File: config.mk
export PLATFORM = sky130hd
export DESIGN_NAME = stim_controller
export DESIGN_NICKNAME = d
export VERILOG_FILES = /design/src/rtl/stim_pkg.sv /design/src/rtl/feature_gate.sv /design/src/rtl/stim_controller.sv
export SDC_FILE = /design/constraint.sdc
export NUM_CORES = 1
export LEC_CHECK = 0
export ABC_AREA = 1
export CAP_MARGIN = 0
export CORE_MARGIN = 3
export CORE_UTILIZATION = 38
export CTS_CLUSTER_DIAMETER = 200
export DETAILED_ROUTE_END_ITERATION = 10
export PLACE_DENSITY_LB_ADDON = 0.25
export SLEW_MARGIN = 0
export SYNTH_ARGS = -nofsm -noshare
export SYNTH_HDL_FRONTEND = slang
export SYNTH_SLANG_ARGS = --single-unit
File: constraint.sdc
create_clock -name clk -period 2 [get_ports clk]
set_input_delay 0.2 -clock clk [delete_from_list [all_inputs] [get_ports clk]]
set_output_delay 0.2 -clock clk [all_outputs]
set_load 0.1 [all_outputs]
File: src/rtl/stim_pkg.sv
// Shared encodings and sizing helper for the stimulation controller.
package stim_pkg;

    typedef enum logic [1:0] {
        IDLE = 2'd0,
        PEND = 2'd1,
        STIM = 2'd2,
        REFR = 2'd3
    } state_t;

    localparam logic [1:0] MODE_OR  = 2'd0;
    localparam logic [1:0] MODE_AND = 2'd1;
    localparam logic [1:0] MODE_MAJ = 2'd2;

    // Bits needed to hold 0..maxval, never less than one.
    function automatic int cnt_width(input int maxval);
        return (maxval < 1) ? 1 : $clog2(maxval + 1);
    endfunction

endpackage

File: src/rtl/feature_gate.sv
// One feature lane: signed threshold compare, flag/fresh capture and overrun tracking.
module feature_gate #(
    parameter int FEAT_WIDTH = 40
) (
    input  logic                  i_clk,
    input  logic                  i_rst,
    input  logic                  i_en,
    input  logic                  i_valid,
    input  logic                  i_clr,
    input  logic [FEAT_WIDTH-1:0] i_din,
    input  logic [FEAT_WIDTH-1:0] i_thr,
    output logic                  o_flag,
    output logic                  o_fresh,
    output logic                  o_ovr
);

    logic r_flag;
    logic r_fresh;
    logic r_ovr;
    logic w_gt;

    assign w_gt = $signed(i_din) > $signed(i_thr);

    always_ff @(posedge i_clk or posedge i_rst) begin
        if (i_rst) begin
            r_flag  <= 1'b0;
            r_fresh <= 1'b0;
            r_ovr   <= 1'b0;
        end else if (!i_en) begin
            if (i_valid) begin
                r_flag  <= w_gt;
                r_fresh <= 1'b1;
                // A sample consumed by this cycle's window is not lost, so no overrun then.
                if (r_fresh && !i_clr)
                    r_ovr <= 1'b1;
            end else if (i_clr) begin
                r_fresh <= 1'b0;
            end
        end
    end

    assign o_flag  = r_flag;
    assign o_fresh = r_fresh;
    assign o_ovr   = r_ovr;

endmodule

File: src/rtl/stim_controller.sv
// Window voting over NFEAT feature gates, consecutive-window FSM, timed pulse and refractory.
module stim_controller
    import stim_pkg::*;
#(
    parameter int NFEAT          = 3,
    parameter int FEAT_WIDTH     = 40,
    parameter int VOTE_MIN       = 2,
    parameter int CONSEC_WIN     = 4,
    parameter int STIM_CYCLES    = 1000,
    parameter int REFRACT_CYCLES = 5000
) (
    input  logic                            clk,
    input  logic                            rst,
    input  logic                            en,
    input  logic [NFEAT*FEAT_WIDTH-1:0]     din,
    input  logic [NFEAT-1:0]                data_valid,
    input  logic [NFEAT*FEAT_WIDTH-1:0]     thr,
    input  logic [1:0]                      mode,
    output logic                            stimulation,
    output logic                            detect,
    output logic [1:0]                      state,
    output logic [$clog2(CONSEC_WIN+1)-1:0] win_count,
    output logic                            overrun
);

    localparam int WW      = $clog2(CONSEC_WIN + 1);
    localparam int CNT_MAX = (STIM_CYCLES > REFRACT_CYCLES) ? STIM_CYCLES : REFRACT_CYCLES;
    localparam int CW      = cnt_width(CNT_MAX);
    localparam logic [CW-1:0] STIM_LAST = CW'(STIM_CYCLES - 1);
    localparam logic [CW-1:0] REFR_LAST = CW'((REFRACT_CYCLES > 0) ? REFRACT_CYCLES - 1 : 0);
    localparam logic [WW-1:0] WIN_LAST  = WW'(CONSEC_WIN - 1);
    localparam logic [3:0]    NF4       = 4'(NFEAT);
    localparam logic [3:0]    VM4       = 4'(VOTE_MIN);

    logic [NFEAT-1:0] w_flag;
    logic [NFEAT-1:0] w_fresh;
    logic [NFEAT-1:0] w_ovr;
    logic             w_eval;
    logic             w_pos;
    logic [3:0]       w_pop;

    state_t        r_state, w_nxt_state;
    logic [WW-1:0] r_win,   w_nxt_win;
    logic [CW-1:0] r_cnt,   w_nxt_cnt;
    logic          r_stim,  w_nxt_stim;
    logic          r_det,   w_nxt_det;

    function automatic logic [3:0] popcount(input logic [NFEAT-1:0] v);
        logic [3:0] s;
        s = '0;
        for (int i = 0; i < NFEAT; i++)
            s = s + {3'b000, v[i]};
        return s;
    endfunction

    assign w_eval = (&w_fresh) && !en;

    for (genvar g = 0; g < NFEAT; g++) begin : g_gate
        feature_gate #(
            .FEAT_WIDTH(FEAT_WIDTH)
        ) u_gate (
            .i_clk   (clk),
            .i_rst   (rst),
            .i_en    (en),
            .i_valid (data_valid[g]),
            .i_clr   (w_eval),
            .i_din   (din[g*FEAT_WIDTH +: FEAT_WIDTH]),
            .i_thr   (thr[g*FEAT_WIDTH +: FEAT_WIDTH]),
            .o_flag  (w_flag[g]),
            .o_fresh (w_fresh[g]),
            .o_ovr   (w_ovr[g])
        );
    end

    assign w_pop = popcount(w_flag);

    always_comb begin
        case (mode)
            MODE_OR:  w_pos = (w_pop >= 4'd1);
            MODE_MAJ: w_pos = (w_pop >= VM4);
            default:  w_pos = (w_pop == NF4);
        endcase
    end

    always_ff @(posedge clk or posedge rst) begin
        if (rst) begin
            r_state <= IDLE;
            r_win   <= '0;
            r_cnt   <= '0;
            r_stim  <= 1'b0;
            r_det   <= 1'b0;
        end else begin
            r_state <= w_nxt_state;
            r_win   <= w_nxt_win;
            r_cnt   <= w_nxt_cnt;
            r_stim  <= w_nxt_stim;
            r_det   <= w_nxt_det;
        end
    end

    always_comb begin
        w_nxt_state = r_state;
        w_nxt_win   = r_win;
        w_nxt_cnt   = r_cnt;
        w_nxt_stim  = r_stim;
        w_nxt_det   = 1'b0;
        if (!en) begin
            case (r_state)
                IDLE, PEND: begin
                    if (w_eval && w_pos) begin
                        w_nxt_det = 1'b1;
                        if (r_state == PEND && r_win != WIN_LAST || r_state == IDLE && CONSEC_WIN > 1) begin
                            w_nxt_state = PEND;
                            w_nxt_win   = r_win + WW'(1);
                        end else begin
                            w_nxt_state = STIM;
                            w_nxt_win   = '0;
                            w_nxt_cnt   = '0;
                            w_nxt_stim  = 1'b1;
                        end
                    end else if (w_eval && r_state == PEND) begin
                        w_nxt_state = IDLE;
                        w_nxt_win   = '0;
                    end
                end
                STIM: begin
                    if (r_cnt == STIM_LAST) begin
                        w_nxt_stim  = 1'b0;
                        w_nxt_cnt   = '0;
                        w_nxt_state = (REFRACT_CYCLES == 0) ? IDLE : REFR;
                    end else begin
                        w_nxt_cnt = r_cnt + CW'(1);
                    end
                end
                default: begin
                    // Windows still drain here; their decisions are deliberately dropped.
                    if (r_cnt == REFR_LAST) begin
                        w_nxt_cnt   = '0;
                        w_nxt_state = IDLE;
                    end else begin
                        w_nxt_cnt = r_cnt + CW'(1);
                    end
                end
            endcase
        end
    end

    assign stimulation = r_stim;
    assign detect      = r_det;
    assign state       = r_state;
    assign win_count   = r_win;
    assign overrun     = |w_ovr;

endmodule

==> results.yml <==
final_layout:
  layout-drive-gt1-share_pct: 5.62
  fin_cells: 1222
  diodes: 0
  nets: 1421
  finalInstanceArea_mm2: 0.00802
  layout_common_cells: "247 x clkdlybuf4s50_1, 202 x nand2_1, 189 x inv_1"
  final_common_cell: "clkdlybuf4s50_1"
  area_growth_syn_to_layout_pct: 58.3
timing:
  timing.final.ws_setup_ps: 9.78
  rsz0062_at_grt: "true"
  hold_viol_final: 0
  setup_viol: 0
  max_freq_ghz: 0.502
  fin_crit_sh_pct: 99.5
  maxSlewHeadroom_pct: 74.9
  worst_pin_slew_ps: 377
  drv_slew: 0
  fin_tns_setup_ps: 0
  finalCriticalPeriod_ps: 1990
  fin_skew_ps: 8.92
synth:
  synth_top_area_share_pct: 30.4
  ys_ff_latch: 29
  async_reset_ff_share_pct: 100
  synthTopCellsByArea: "ha_1 30%, nand2_1 15%, dfrtp_1 14%, inv_1 14%, a21oi_1 5.2%"
  synth_cells: 782
  synth_top_cell_by_area: "ha_1"
  synth_edf_count: 0
  syn_area_mm2: 0.00507
  yosysSeqAreaShare_pct: 14.3
  ys_types: 38
  avgSynthCellArea_um2: 6.48
  synth_fp_nets: 1154
  synth_ff_type: "dfrtp_1"
  yosys_warnings: 0
power_and_ir_drop:
  ir_drop_mv: 0.388
  power_density_mw_per_mm2: 508
  cellLeakagePower_nw: 4.35
detailed_routing:
  ant_nets: 0
  vias: 5440
  first_iter_violations: 189
  wirelength_um: 14300
  drc_errors: 0
  detail_route.vias_per_cell: 4.45
  wl_per_cell_um: 11.7
  drt-pass1-iter-count: 6
critical_path:
  r2r_cells: 10
  start_kind: "flop"
  cp_max_fo: 7
  reg2reg_from: "g_gate[0].u_gate.o_flag"
  cp-endpoint: "r_cnt[3]"
  end_kind: "flop"
  worstSetupStartpoint: "g_gate[0].u_gate.o_flag"
  worstSetupPathType: "reg2reg"
  rr_endpoint: "r_cnt[3]"
  worstPathArrival_ps: 2190
  regToRegSetupSlack_ps: 10
  crit_required_ps: 2200
placement:
  portBuffers: 255
  placed_cells: 1213
  hpwl_um: 13100
  dpl_cell_area_mm2: 0.00785
  place_ws_ps: -55.7
  place.gp.congestion: 0.852
hold_path:
  hp-class: "in2async"
floorplan:
  die_h_um: 121
  die_w_um: 121
  dieArea_mm2: 0.0148
  row_count: 41
  start_util_pct: 39.5
  ios: 256
  core_area_mm2: 0.0128
clock_tree:
  clkTransAtPathRegs_ps: 50
  root_buffer: "clkbuf_16"
  cts_buffer_depth: 2
  h-tree-depth: 2
  cts_tree: "done"
  insertion_delay_ps: 280
  cts_num_sinks: 29
  cts_made_buffers: 5
  hold_buffers: 0
global_route:
  grt_pass1_wl_um: 22900
  grt.overflow.total: 0
  track_usage_pct: 19.0
  grt_max_degree: 30
  antenna_found_initial: 0
  grt_pass1_vias: 5253
flow_run:
  cap_violations: 0
run_status:
  status: "finished, final reports clean"
## cell type report
cell class / count / area (µm²)
Clock buffer: 6 / 129
Fill cell: 1229 / 4800
Tap cell: 172 / 215
Sequential cell: 29 / 729
Multi-Input combinational cell: 553 / 3570
Clock inverter: 2 / 35.0
Inverter: 196 / 738
Timing Repair Buffer: 264 / 2600
## power by group
part / internal, mW / switching (mW) / total, mW / leakage [nW]
combinational: 0.990 / 1.28 / 2.27 / 3.92
sequential: 0.764 / 0.201 / 0.965 / 0.355
clock: 0.584 / 0.257 / 0.841 / 0.0808
total: 2.34 / 1.74 / 4.07 / 4.35
## metrics by stage
step / hold slack (ps) / total power, mW / utilization [%]
after detailed placement: 447 / 3.22 / 61.2
final: 301 / 4.07 / 62.6
after global placement: 438 / 3.18 / 61.2
after global routing: 341 / 4.40 / 62.6
after CTS: 321 / 4.10 / 62.5
after floorplan: 278 / 2.37 / -
## worst max-delay path, cell delays in order (launching register included)
cell and delay, ps:
dfrtp_1 400, fa_1 550, inv_2 40, o31ai_2 190
nand2_2 110, nand2_4 80, nand3_4 100, buf_6 150
o21ai_2 120, o21ai_1 80, nor2_1 80
## metal layers
layer / vias to the layer above / wire (µm) / GRT usage (%)
li1: 2974 / - / -
met1: 2289 / 5740 / 21.1
met2: 158 / 7180 / 36.0
met3: 19 / 1100 / 5.45
met4: 0 / 244 / 3.78
met5: - / 0 / 0
## worst min path at each step
stage	end	startpoint
final	r_cnt[7]	rst
after global routing	r_cnt[8]	rst
after CTS	state[0]	rst
after detailed placement	g_gate[2].u_gate.o_ovr	g_gate[2].u_gate.o_ovr
after global placement	g_gate[2].u_gate.o_ovr	g_gate[2].u_gate.o_ovr
after floorplan	detect	rst
## cells in the mapped netlist (2+ instances only)
cell type,count
nand2_1,202
inv_1,190
ha_1,123
nor2_1,61
a21oi_1,53
dfrtp_1,29
nand3_1,25
o21ai_0,18
o21ai_1,10
a21o_1,8
nand4_1,7
xor2_1,6
inv_2,5
nand2_2,5
nand3_2,4
o21bai_1,4
nor2_2,3
nor3_1,3
nor3_2,3
and2_1,2
buf_6,2
nor2_4,2
o211ai_1,2
## cell families after synthesis
group	share of synthesized area, %
DFF	14.3
and+or+nand+nor	27.7
xor gates and xnor gates	1.04
AOI/OAI and AO/OA	10.8
buffers and inverters	15.3
muxes	0.197
adders and majority gates	30.8
## what timing repair did
item | CTS | global route
pin swaps | 1 | 0
setup buffers | 0 | 1
endpoints found under the setup margin | 1 | 13
resized for setup | 2 | 1
## flip-flops by register name, summed over array words and instances, names as in the netlist
signal / count
stimulation: 1
g_gate.u_gate.o_flag: 3
win_count: 3
r_cnt: 13
g_gate.u_gate.o_ovr: 3
state: 2
g_gate.u_gate.o_fresh: 3
detect: 1
Power figures use the tool's default switching activity.
